==> src/rtl/usb_tx_block_packer_if.sv <==
// Byte-in / block-out bundle between the encryption datapath, the packer and the USB transmitter.
interface usb_tx_block_packer_if;
  logic [7:0]  byte_in;
  logic        byte_valid;
  logic        flush;
  logic        byte_ready;
  logic [63:0] trans_data;
  logic        trans_data_ready;
  logic        handshake_ack;
  logic        ack_error;
  logic [15:0] blocks_sent;

  modport master (
    output byte_in, byte_valid, flush, handshake_ack,
    input  byte_ready, trans_data, trans_data_ready, ack_error, blocks_sent
  );

  modport slave (
    input  byte_in, byte_valid, flush, handshake_ack,
    output byte_ready, trans_data, trans_data_ready, ack_error, blocks_sent
  );
endinterface

==> src/rtl/usb_tx_block_packer.sv <==
// Packs a byte stream into 64-bit blocks, queues them in a small FIFO and hands them
// to the USB transmitter one at a time with a forced idle cycle between blocks.
module usb_tx_block_packer #(
  parameter int         DEPTH    = 2,
  parameter logic [7:0] PAD_BYTE = 8'h00
) (
  input logic clk,
  input logic rst,
  usb_tx_block_packer_if.slave bus
);
  localparam int PTR_W = $clog2(DEPTH);
  localparam int CNT_W = $clog2(DEPTH + 1);

  typedef enum logic [1:0] {IDLE, PRESENT, GAP} state_t;

  logic [63:0]      pack_reg;
  logic [2:0]       cnt_reg;
  logic [63:0]      pack_next;
  logic [3:0]       fill_next;
  logic [63:0]      commit_block;
  logic             byte_take;
  logic             flush_take;
  logic             push;
  logic             pop;
  logic [63:0]      mem [DEPTH];
  logic [PTR_W-1:0] wr_ptr_reg;
  logic [PTR_W-1:0] rd_ptr_reg;
  logic [CNT_W-1:0] count_reg;
  logic [CNT_W-1:0] count_next;
  logic             byte_ready_reg;
  state_t           state_reg;
  logic [63:0]      trans_data_reg;
  logic             trans_data_ready_reg;
  logic             ack_error_reg;
  logic [15:0]      blocks_sent_reg;

  assign byte_take  = bus.byte_valid & byte_ready_reg;
  assign flush_take = bus.flush & byte_ready_reg;

  // The byte is packed first; the flush decision then looks at the updated fill level.
  always_comb begin
    pack_next = pack_reg;
    fill_next = {1'b0, cnt_reg};
    if (byte_take) begin
      pack_next[{cnt_reg, 3'b000} +: 8] = bus.byte_in;
      fill_next = fill_next + 4'd1;
    end
  end

  assign push = (fill_next == 4'd8) || (flush_take && (fill_next != 4'd0));

  generate
    for (genvar gi = 0; gi < 8; gi++) begin : g_pad
      assign commit_block[8*gi +: 8] = (4'(gi) < fill_next) ? pack_next[8*gi +: 8] : PAD_BYTE;
    end
  endgenerate

  always_ff @(posedge clk) begin
    if (rst) begin
      pack_reg <= '0;
      cnt_reg  <= '0;
    end else begin
      pack_reg <= pack_next;
      cnt_reg  <= push ? 3'd0 : fill_next[2:0];
    end
  end

  assign pop = (state_reg == PRESENT) && bus.handshake_ack;

  always_comb begin
    count_next = count_reg;
    case ({push, pop})
      2'b10:   count_next = count_reg + CNT_W'(1);
      2'b01:   count_next = count_reg - CNT_W'(1);
      default: count_next = count_reg;
    endcase
  end

  always_ff @(posedge clk) begin
    if (!rst && push) begin
      mem[wr_ptr_reg] <= commit_block;
    end
  end

  always_ff @(posedge clk) begin
    if (rst) begin
      wr_ptr_reg     <= '0;
      rd_ptr_reg     <= '0;
      count_reg      <= '0;
      byte_ready_reg <= 1'b1;
    end else begin
      if (push) wr_ptr_reg <= wr_ptr_reg + PTR_W'(1);
      if (pop)  rd_ptr_reg <= rd_ptr_reg + PTR_W'(1);
      count_reg      <= count_next;
      byte_ready_reg <= (count_next < CNT_W'(DEPTH));
    end
  end

  // The head stays in the FIFO while presented; it is only popped by the ack.
  always_ff @(posedge clk) begin
    if (rst) begin
      state_reg            <= IDLE;
      trans_data_reg       <= '0;
      trans_data_ready_reg <= 1'b0;
      ack_error_reg        <= 1'b0;
      blocks_sent_reg      <= '0;
    end else begin
      if (bus.handshake_ack && (state_reg != PRESENT)) ack_error_reg <= 1'b1;
      case (state_reg)
        IDLE: begin
          if (count_reg != '0) begin
            trans_data_reg       <= mem[rd_ptr_reg];
            trans_data_ready_reg <= 1'b1;
            state_reg            <= PRESENT;
          end
        end
        PRESENT: begin
          if (bus.handshake_ack) begin
            trans_data_ready_reg <= 1'b0;
            blocks_sent_reg      <= blocks_sent_reg + 16'd1;
            state_reg            <= GAP;
          end
        end
        GAP:     state_reg <= IDLE;
        default: state_reg <= IDLE;
      endcase
    end
  end

  assign bus.byte_ready       = byte_ready_reg;
  assign bus.trans_data       = trans_data_reg;
  assign bus.trans_data_ready = trans_data_ready_reg;
  assign bus.ack_error        = ack_error_reg;
  assign bus.blocks_sent      = blocks_sent_reg;
endmodule

==> src/flat_wrapper.sv <==
// flat-port wrapper written by rule: the top's interface ports become plain ports
module usb_tx_block_packer_flat 
#(
  parameter int         DEPTH    = 2,
  parameter logic [7:0] PAD_BYTE = 8'h00
)
  (clk, rst, bus_byte_in, bus_byte_valid, bus_flush, bus_handshake_ack, bus_byte_ready, bus_trans_data, bus_trans_data_ready, bus_ack_error, bus_blocks_sent);
  usb_tx_block_packer_if bus_i ();
  input logic clk;
  input logic rst;
  input wire logic [$bits(bus_i.byte_in)-1:0] bus_byte_in;
  input wire logic [$bits(bus_i.byte_valid)-1:0] bus_byte_valid;
  input wire logic [$bits(bus_i.flush)-1:0] bus_flush;
  input wire logic [$bits(bus_i.handshake_ack)-1:0] bus_handshake_ack;
  output wire logic [$bits(bus_i.byte_ready)-1:0] bus_byte_ready;
  output wire logic [$bits(bus_i.trans_data)-1:0] bus_trans_data;
  output wire logic [$bits(bus_i.trans_data_ready)-1:0] bus_trans_data_ready;
  output wire logic [$bits(bus_i.ack_error)-1:0] bus_ack_error;
  output wire logic [$bits(bus_i.blocks_sent)-1:0] bus_blocks_sent;
  assign bus_i.byte_in = bus_byte_in;
  assign bus_i.byte_valid = bus_byte_valid;
  assign bus_i.flush = bus_flush;
  assign bus_i.handshake_ack = bus_handshake_ack;
  assign bus_byte_ready = bus_i.byte_ready;
  assign bus_trans_data = bus_i.trans_data;
  assign bus_trans_data_ready = bus_i.trans_data_ready;
  assign bus_ack_error = bus_i.ack_error;
  assign bus_blocks_sent = bus_i.blocks_sent;
  usb_tx_block_packer #(.DEPTH(DEPTH), .PAD_BYTE(PAD_BYTE)) u_core (.clk(clk), .rst(rst), .bus(bus_i));
endmodule
==> config.mk <==
export PLATFORM = sky130hd
export DESIGN_NAME = usb_tx_block_packer_flat
export DESIGN_NICKNAME = d
export VERILOG_FILES = /design/src/rtl/usb_tx_block_packer_if.sv /design/src/rtl/usb_tx_block_packer.sv /design/src/flat_wrapper.sv
export SDC_FILE = /design/constraint.sdc
export NUM_CORES = 1
export LEC_CHECK = 0
export ABC_AREA = 1
export BUFFER_PORTS_ARGS = -buffer_cell sky130_fd_sc_hd__buf_4
export CAP_MARGIN = 15
export CORE_UTILIZATION = 50
export CTS_CLUSTER_DIAMETER = 40
export CTS_CLUSTER_SIZE = 40
export DETAILED_ROUTE_END_ITERATION = 16
export GPL_TIMING_DRIVEN = 1
export PLACE_DENSITY = 0.71
export SYNTH_ARGS = -nofsm -noshare
export SYNTH_HDL_FRONTEND = slang
export SYNTH_SLANG_ARGS = --single-unit
==> constraint.sdc <==
create_clock -name clk -period 4.6 [get_ports clk]
set_input_delay 0.69 -clock clk [delete_from_list [all_inputs] [get_ports clk]]
set_output_delay 0.69 -clock clk [all_outputs]
set_load 0.02 [all_outputs]
==> impl_metrics.py, run 1 <==
metrics = {
    "timing": {
        "final-hold-violation-count": 0,
        "worst_slack_ns": 1.773,
        "worstMarginPinSlew_ns": 0.8522,
        "post-route-period-util_pct": 61.45,
        "fmax_mhz": 353.8,
        "fin_crit_ns": 2.827,
        "drv_slew": 0,
        "max_slew_margin_pct": 43.18,
        "fin_skew_ns": 0.01282,
        "tns_ns": 0,
        "grt_setup_unrepaired": "no",
        "setup_violations": 0,
    },
    "place": {
        "dpl.hpwl_um": 13880,
        "gp_congestion": 0.9094,
        "io_buffers": 95,
        "dp_slack_ns": 1.740,
    },
    "power_and_ir_drop": {
        "power_density_nw_per_um2": 596.7,
        "combPwrFrac_pct": 22.4,
        "switching_power_mw": 2.400,
        "p_seq_share_pct": 42.8,
        "clkPwrFrac_pct": 34.8,
        "ir_worst_vdd_mv": 0.2761,
        "swShare_pct": 31.31,
        "p_leak_nw": 5.019,
        "total_power_mw": 7.667,
        "power.internal_mw": 5.266,
    },
    "global_route": {
        "grt_pass1_vias": 7371,
        "grt_max_degree": 80,
        "grt_pass1_wl_um": 37270,
        "antenna_found_initial": 0,
        "grt.overflow.total": 0,
        "grtUsageTotal_pct": 21.28,
    },
    "final_layout": {
        "area_growth_pct": 18.94,
        "post_route_cells_drive_above_1_share_pct": 18.72,
        "final_net_count": 1196,
        "largest_reg_flops": 128,
        "diodes": 0,
    },
    "critical_path": {
        "crit_arrival_ns": 3.01,
        "cp-end-kind": "register",
        "worstReg2RegStart": "u_core.cnt_reg[0]",
        "cp.buffers_inverters": 3,
        "rr_worst_depth": 10,
        "reg2reg_to": "u_core.mem[0][20]",
        "crit_type": "reg -> reg",
        "max_stage_delay_ns": 0.59,
        "crit_fanout": 33,
        "cp.required_ns": 4.79,
        "crit_chain": "inv_2, ha_1, nand3_2, nand2_2, nor2_4, nand2_1, nand2_2, nand4_1, inv_2, buf_12",
        "cp_slowest_cell": "inv_2",
        "cp-start-kind": "register",
        "regToRegSetupSlack_ns": 1.77,
        "path_delay_family": "buffers and inverters",
    },
    "clocking": {
        "clock_sinks": 284,
        "clk_latency_ns": 0.50,
        "cts_setup_buffers": 0,
        "cts_max_level": 2,
        "cts_hold_buffers": 0,
        "cts_resized": 0,
        "clock-root-buffer": "clkbuf_16",
        "cts_made_buffers": 34,
        "cts_tree": "yes",
        "clk_pin_slew_worst_paths_ns": 0.06,
        "clk_path_buf_depth": 3,
    },
    "detailed_routing": {
        "drt-wirelength-per-cell_um": 15.44,
        "firstDrtPassIters": 5,
        "vias": 7654,
        "via_per_inst": 5.182,
        "ant_nets": 0,
        "initialDrtViolationCount": 641,
        "drcViolationCount": 0,
        "wl_um": 22810,
    },
    "hold_path": {
        "whs_path_depth": 3,
        "hold_path_startpoint": "bus_handshake_ack",
        "hp-class": "in -> reg",
        "holdPathEnd": "u_core.bus.ack_error",
    },
    "logic_synthesis": {
        "synth_edf_count": 128,
        "async_flop_share_pct": 0,
        "syn_area_per_cell_um2": 9.893,
        "synth_top_area_share_pct": 35.58,
        "netlist_instances": 1092,
        "synth_cell_types": 39,
        "syn_area_um2": 10800,
        "ys_warn_count": 0,
        "synth-seq-area-share_pct": 64.49,
        "yosysMostFrequentCell": "nand2_1",
        "synth_common_cells": "202 x nand2_1, 171 x nor2_1, 156 x dfxtp_1, 128 x edfxtp_1, 81 x o21ai_0",
        "yosysTopAreaCell": "edfxtp_1",
        "synth-seq-cells": 284,
        "synth_ff_type": "dfxtp_1",
        "synth_fp_nets": 1111,
        "synth_area_leaders": "edfxtp_1 36%, dfxtp_1 29%, nand2_1 7.0%",
    },
    "floorplan": {
        "num_rows": 53,
        "core_um2": 21090,
        "dieArea_um2": 22200,
        "die_h_um": 149.0,
        "start_util_pct": 51.23,
        "die_x_um": 149.0,
        "io_pins": 96,
    },
    "outcome": {
        "status": "finished, final reports clean",
    },
    "run": {
        "drv_cap": 0,
    },
}
-- metal layers --
| metal | GRT usage (%) | share of wire, % |
|---|---|---|
| met5 | 0 | 0 |
| met1 | 27.31 | 44 |
| met3 | 4.128 | 5.6 |
| met2 | 35.53 | 48 |
| met4 | 8.163 | 2.2 |
-- layout by cell type (no fill, tap or decap), types with 7 or more instances in the layout --
cell type / netlist / layout
a31oi_1: 64 / 64
buf_4: 1 / 100
dfxtp_1: 156 / 155
inv_6: 0 / 7
o21ai_1: 21 / 21
clkbuf_16: 0 / 35
inv_2: 6 / 9
nor2_1: 171 / 171
nand2_1: 202 / 202
inv_1: 77 / 73
nand3_1: 13 / 13
nand2_2: 13 / 13
o21ai_0: 81 / 81
a21oi_1: 35 / 35
edfxtp_1: 128 / 128
o21ai_2: 9 / 9
nor3_1: 8 / 8
nor2_4: 8 / 8
-- how the worst max path moves through the flow --
| stage | from | to | slack (ns) | cells past startpoint |
|---|---|---|---|---|
| global placement | bus_byte_valid | u_core.mem[0][24] | 1.83 | 10 |
| finish | u_core.cnt_reg[0] | u_core.mem[0][20] | 1.77 | 10 |
| CTS | u_core.cnt_reg[0] | u_core.mem[0][45] | 1.72 | 10 |
| floorplan | u_core.cnt_reg[0] | u_core.mem[1][0] | 0.27 | 9 |
| global route | u_core.cnt_reg[0] | u_core.mem[0][17] | 1.51 | 10 |
| detailed placement | u_core.cnt_reg[0] | u_core.mem[0][16] | 1.74 | 10 |
-- power by group through the flow --
stage | Sequential (mW) | Clock (mW) | Combinational, mW
after floorplan | 3.53 | 0 | 0.961
after global placement | 3.32 | 0 | 1.70
after detailed placement | 3.33 | 0 | 1.72
after CTS | 3.28 | 2.70 | 1.73
after global routing | 3.32 | 2.82 | 1.91
final | 3.28 | 2.67 | 1.72
-- area by class of cell --
type / instances / area (µm²)
inverter: 84 / 316.6
clock buffer: 36 / 879.6
clock inverter: 25 / 259.0
tap: 275 / 344.1
sequential: 284 / 6968
multi-input combinational: 671 / 3291
fill: 1746 / 8239
timing repair buffer: 102 / 790.8
-- per-stage QoR --
step	area (µm²)	util, %	hold slack (ns)	cells
floorplan	10800	-	0.4433	1092
global placement	11690	55.43	0.4525	1415
detailed placement	11690	55.43	0.4577	1415
CTS	12830	60.83	0.4425	1476
global route	12850	60.93	0.4712	1477
finish	12850	60.93	0.4525	1477
-- worst reg2reg max path, cell delays in order, from the launching register on --
cell and delay [ns]:
dfxtp_1 0.42, inv_2 0.11, ha_1 0.39, nand3_2 0.13, nand2_2 0.09, nor2_4 0.17, nand2_1 0.08, nand2_2 0.08
nand4_1 0.12, inv_2 0.59, buf_12 0.30
-- kinds of logic after synthesis --
family,count (synthesis),synth area share (%)
xor gates and xnor gates,3,0.2433
buffers and inverters,137,5.108
and+or+nand+nor,442,17.85
AOI/OAI and AO/OA,220,11.62
DFF,284,64.49
adders and majority gates,6,0.6949
(Power assumes the default switching activity.)
==> run 2, diff against run 1 <==
==> constraint.sdc (replaced) <==
create_clock -name clk -period 2.4 [get_ports clk]
set_input_delay 0.36 -clock clk [delete_from_list [all_inputs] [get_ports clk]]
set_output_delay 0.36 -clock clk [all_outputs]
set_load 0.02 [all_outputs]
==> impl_metrics.py, run 2 (same netlist as run 1, synthesis figures left out) <==
metrics = {
    "detailed_routing": {
        "via_per_inst": 5.254,
        "firstDrtPassIters": 5,
        "initialDrtViolationCount": 515,
        "wl_um": 23400,
        "ant_nets": 0,
        "vias": 7791,
        "drt-wirelength-per-cell_um": 15.78,
        "drcViolationCount": 0,
    },
    "critical_path": {
        "cp-start-kind": "register",
        "crit_fanout": 22,
        "cp-end-kind": "register",
        "crit_type": "reg -> reg",
        "crit_arrival_ns": 2.39,
        "cp.required_ns": 2.57,
    },
    "timing": {
        "fin_skew_ns": 0.01528,
        "post-route-period-util_pct": 92.46,
        "fin_crit_ns": 2.219,
        "setup_violations": 0,
        "max_slew_margin_pct": 44.04,
        "fmax_mhz": 450.6,
        "final-hold-violation-count": 0,
        "grt_setup_unrepaired": "no",
        "drv_slew": 0,
        "worstMarginPinSlew_ns": 0.8394,
    },
    "clocking": {
        "cts_resized": 0,
        "clk_pin_slew_worst_paths_ns": 0.05,
        "cts_hold_buffers": 0,
        "cts_setup_buffers": 0,
        "cts_made_buffers": 35,
        "clock-root-buffer": "clkbuf_16",
        "cts_tree": "yes",
        "clk_path_buf_depth": 3,
        "cts_max_level": 2,
        "clock_sinks": 284,
        "clk_latency_ns": 0.50,
    },
    "global_route": {
        "grt_pass1_wl_um": 37240,
        "grtUsageTotal_pct": 21.40,
        "grt_pass1_vias": 7323,
        "grt.overflow.total": 0,
        "antenna_found_initial": 0,
        "grt_max_degree": 76,
    },
    "place": {
        "dpl.hpwl_um": 14350,
        "place_area_um2": 11800,
        "io_buffers": 95,
        "gp_congestion": 0.8678,
    },
    "final_layout": {
        "final_net_count": 1202,
        "area_growth_pct": 19.86,
        "post_route_cells_drive_above_1_share_pct": 18.87,
        "largest_reg_flops": 128,
        "stdcell_area_um2": 12950,
        "fill_cells": 1758,
        "diodes": 0,
        "multi_input_area_um2": 3303,
        "layout_common_cells": "202 x nand2_1, 171 x nor2_1, 152 x dfxtp_1",
        "regArea_um2": 6974,
        "layout_commonest_cell": "nand2_1",
    },
    "run": {
        "drv_cap": 0,
    },
    "hold_path": {
        "hp-class": "in -> reg",
    },
    "power_and_ir_drop": {
        "p_leak_nw": 5.053,
        "total_power_mw": 14.89,
        "power_density_nw_per_um2": 1150,
        "ir_worst_vdd_mv": 0.4711,
    },
    "outcome": {
        "status": "finished, final reports clean",
    },
    "floorplan": {
        "core_um2": 21090,
        "die_h_um": 149.0,
        "die_x_um": 149.0,
        "num_rows": 53,
        "start_util_pct": 51.23,
        "dieArea_um2": 22200,
        "io_pins": 96,
    },
}
==> run 2: where the power goes <==
group          internal [mW]  switching (mW)  total, mW
clock network           3.25            1.93       5.18
logic                   1.15            2.27       3.42
registers               5.96           0.324       6.29
total                   10.4            4.53       14.9
==> run 2: final timing paths <==
path	cells past startpoint	to	from	slack [ns]
setup reg to reg	10	u_core.mem[1][5]	u_core.cnt_reg[1]	0.18
hold reg to reg	2	u_core.wr_ptr_reg	u_core.wr_ptr_reg	0.47
hold / removal	3	u_core.bus.ack_error	bus_handshake_ack	0.14
setup / recovery	10	u_core.mem[1][5]	u_core.cnt_reg[1]	0.18
==> run 2: layout make-up <==
type | instances | share of cell area [%]
tap | 275 | 2.657
clock buffer | 47 | 7.421
clock inverter | 15 | 1.469
timing repair buffer | 107 | 6.590
sequential | 284 | 53.86
inverter | 84 | 2.493
multi-input combinational | 671 | 25.51
==> run 2: routing by layer <==
metal	GRT usage, %	vias up	wire, µm	share of wire, %
met5	0	-	0	0
met2	35.44	213	11100	47
met1	28.21	3684	10500	45
met3	4.006	41	1336	5.7
li1	-	3853	-	-
met4	7.245	0	472	2.0
==> run 2: critical path, stage by stage, from the launching register on <==
cell and delay (ns):
dfxtp_2 0.36, inv_2 0.07, ha_4 0.26, nand3_2 0.09
nand2_2 0.09, nor2_4 0.15, nand2_1 0.08, nand2_2 0.10
nand2_4 0.08, nor3_4 0.24, buf_4 0.35
==> run 2: per-stage QoR <==
step                      worst slack [ns]  TNS, ns  hold WS [ns]  cells  util, %
final                               0.1809        0        0.1350   1483    61.40
after global routing               0.06413        0        0.1279   1483    61.40
after CTS                           0.1553        0        0.1172   1483    61.40
after detailed placement            0.1682        0        0.4631   1421    55.95
after global placement              0.2239        0        0.4536   1421    55.95
after floorplan                    -0.7790   -59.07        0.4433   1092        -
==> run 3, diff against run 2 <==
--- a/config.mk
+++ b/config.mk
@@ -9,10 +9,12 @@
 export BUFFER_PORTS_ARGS = -buffer_cell sky130_fd_sc_hd__buf_4
 export CAP_MARGIN = 15
 export CORE_UTILIZATION = 50
+export CTS_BUF_LIST = sky130_fd_sc_hd__clkbuf_4 sky130_fd_sc_hd__clkbuf_8 sky130_fd_sc_hd__clkbuf_16
 export CTS_CLUSTER_DIAMETER = 40
 export CTS_CLUSTER_SIZE = 40
 export DETAILED_ROUTE_END_ITERATION = 16
 export GPL_TIMING_DRIVEN = 1
+export MAX_ROUTING_LAYER = met4
 export PLACE_DENSITY = 0.71
 export SYNTH_ARGS = -nofsm -noshare
 export SYNTH_HDL_FRONTEND = slang
==> impl_metrics.py, run 3 (same netlist as run 1, synthesis figures left out) <==
metrics = {
    "final_layout": {
        "final_net_count": 1201,
        "largest_reg_flops": 128,
        "diodes": 0,
        "fill_cells": 1727,
        "layout_common_cells": "202 x nand2_1, 171 x nor2_1, 152 x dfxtp_1",
        "layout_commonest_cell": "nand2_1",
        "instances_no_fill": 1484,
        "area_growth_pct": 20.65,
        "post_route_cells_drive_above_1_share_pct": 19.69,
    },
    "timing": {
        "worstMarginPinSlew_ns": 0.7501,
        "fin_skew_ns": 0.01503,
        "fmax_mhz": 461.6,
        "grt_setup_unrepaired": "no",
        "worst_slack_ns": 0.2338,
        "post-route-period-util_pct": 90.26,
        "setup_violations": 0,
        "drv_slew": 0,
        "fin_crit_ns": 2.166,
        "final-hold-violation-count": 0,
        "max_slew_margin_pct": 49.99,
    },
    "power_and_ir_drop": {
        "ir_worst_vdd_mv": 0.6289,
        "clkPwrFrac_pct": 36.0,
        "power_density_nw_per_um2": 1160,
        "p_leak_nw": 5.077,
        "swShare_pct": 30.80,
        "switching_power_mw": 4.658,
        "power.internal_mw": 10.47,
        "combPwrFrac_pct": 22.5,
        "p_seq_share_pct": 41.6,
    },
    "detailed_routing": {
        "wl_met1_um": 10200,
        "initialDrtViolationCount": 401,
        "wl_met2_um": 11100,
        "drt-wirelength-per-cell_um": 15.40,
        "drcViolationCount": 0,
        "wl_met3_um": 1227,
        "highest_layer": "met4",
        "ant_nets": 0,
        "firstDrtPassIters": 5,
        "vias": 7658,
        "via_per_inst": 5.160,
        "wl_um": 22850,
    },
    "global_route": {
        "grt_pass1_wl_um": 36650,
        "grtUsageTotal_pct": 21.72,
        "grt.overflow.total": 0,
        "grt_max_degree": 80,
        "antenna_found_initial": 0,
        "grt_pass1_vias": 7276,
    },
    "clocking": {
        "cts_resized": 0,
        "cts_made_buffers": 35,
        "clock_sinks": 284,
        "clock-root-buffer": "clkbuf_16",
        "cts_tree": "yes",
        "cts_hold_buffers": 0,
        "clk_pin_slew_worst_paths_ns": 0.06,
        "clk_path_buf_depth": 3,
        "cts_max_level": 2,
        "cts_setup_buffers": 0,
        "clk_latency_ns": 0.51,
    },
    "place": {
        "dpl.hpwl_um": 14040,
        "dp.cells": 1420,
        "io_buffers": 95,
        "dp_slack_ns": 0.2380,
        "gp_congestion": 0.8739,
    },
    "critical_path": {
        "worstReg2RegStart": "u_core.cnt_reg[1]",
        "rr_worst_depth": 10,
        "cp-end-kind": "register",
        "crit_arrival_ns": 2.34,
        "regToRegSetupSlack_ns": 0.23,
        "cp.required_ns": 2.57,
        "crit_fanout": 21,
        "reg2reg_to": "u_core.mem[1][51]",
        "crit_type": "reg -> reg",
        "cp-start-kind": "register",
    },
    "hold_path": {
        "holdPathEnd": "u_core.pack_reg[6]",
        "hold_path_startpoint": "bus_byte_in[6]",
        "hp-class": "in -> reg",
        "whs_path_depth": 3,
    },
    "floorplan": {
        "dieArea_um2": 22200,
        "core_um2": 21090,
        "io_pins": 96,
        "die_h_um": 149.0,
        "num_rows": 53,
        "start_util_pct": 51.23,
        "die_x_um": 149.0,
    },
    "outcome": {
        "status": "finished, final reports clean",
    },
    "run": {
        "drv_cap": 0,
    },
}
-- run 3: layer usage --
| layer | global-route usage [%] | vias to the layer above |
|---|---|---|
| met3 | 4.373 | 30 |
| met2 | 35.86 | 170 |
| met1 | 27.26 | 3599 |
| met5 | - | - |
| li1 | - | 3859 |
| met4 | 5.663 | 0 |
-- run 3: worst max-delay path by stage --
stage                            startpoint           endpoint  slack [ns]
after floorplan           u_core.cnt_reg[1]   u_core.mem[1][0]       -0.78
after global placement    u_core.cnt_reg[1]   u_core.mem[1][5]        0.25
after detailed placement  u_core.cnt_reg[1]   u_core.mem[1][6]        0.24
after CTS                 u_core.cnt_reg[1]  u_core.mem[1][51]        0.22
after global routing      u_core.cnt_reg[1]  u_core.mem[1][51]        0.03
final                     u_core.cnt_reg[1]  u_core.mem[1][51]        0.23
-- run 3: power by group through the flow --
stage	combinational [mW]	sequential, mW	clock [mW]
after floorplan	1.87	6.76	0
after global placement	3.36	6.37	0
after detailed placement	3.41	6.38	0
after CTS	3.44	6.29	5.53
after global routing	3.77	6.37	5.73
final	3.40	6.29	5.44
-- run 3: metrics by stage --
step                TNS (ns)  utilization [%]  power (mW)  hold slack (ns)  instance area (µm²)
finish                     0            61.81       15.13           0.1331                13030
global route               0            61.81       15.87           0.1290                13030
CTS                        0            61.81       15.26           0.1178                13030
detailed placement         0            55.97       9.793           0.4647                11800
global placement           0            55.97       9.734           0.4534                11800
floorplan             -59.07                -       8.631           0.4433                10830
-- run 3: worst max-delay path: stages (launching register included) --
cell     delay (ns)
dfxtp_2        0.36
inv_2          0.06
ha_4           0.26
nand3_2        0.09
nand2_2        0.09
nor2_4         0.14
nand2_1        0.08
nand2_2        0.09
nand2_4        0.08
nor3_4         0.23
buf_4          0.34
-- run 3: cell type report --
class                      instances  area [µm²]  area share (%)
clock buffer                      37       908.4           6.969
clock inverter                    27       322.8           2.477
inverter                          84       322.8           2.477
multi-input combinational        671        3303           25.34
sequential                       284        6974           53.51
tap                              275       344.1           2.640
timing repair buffer             106       858.3           6.585
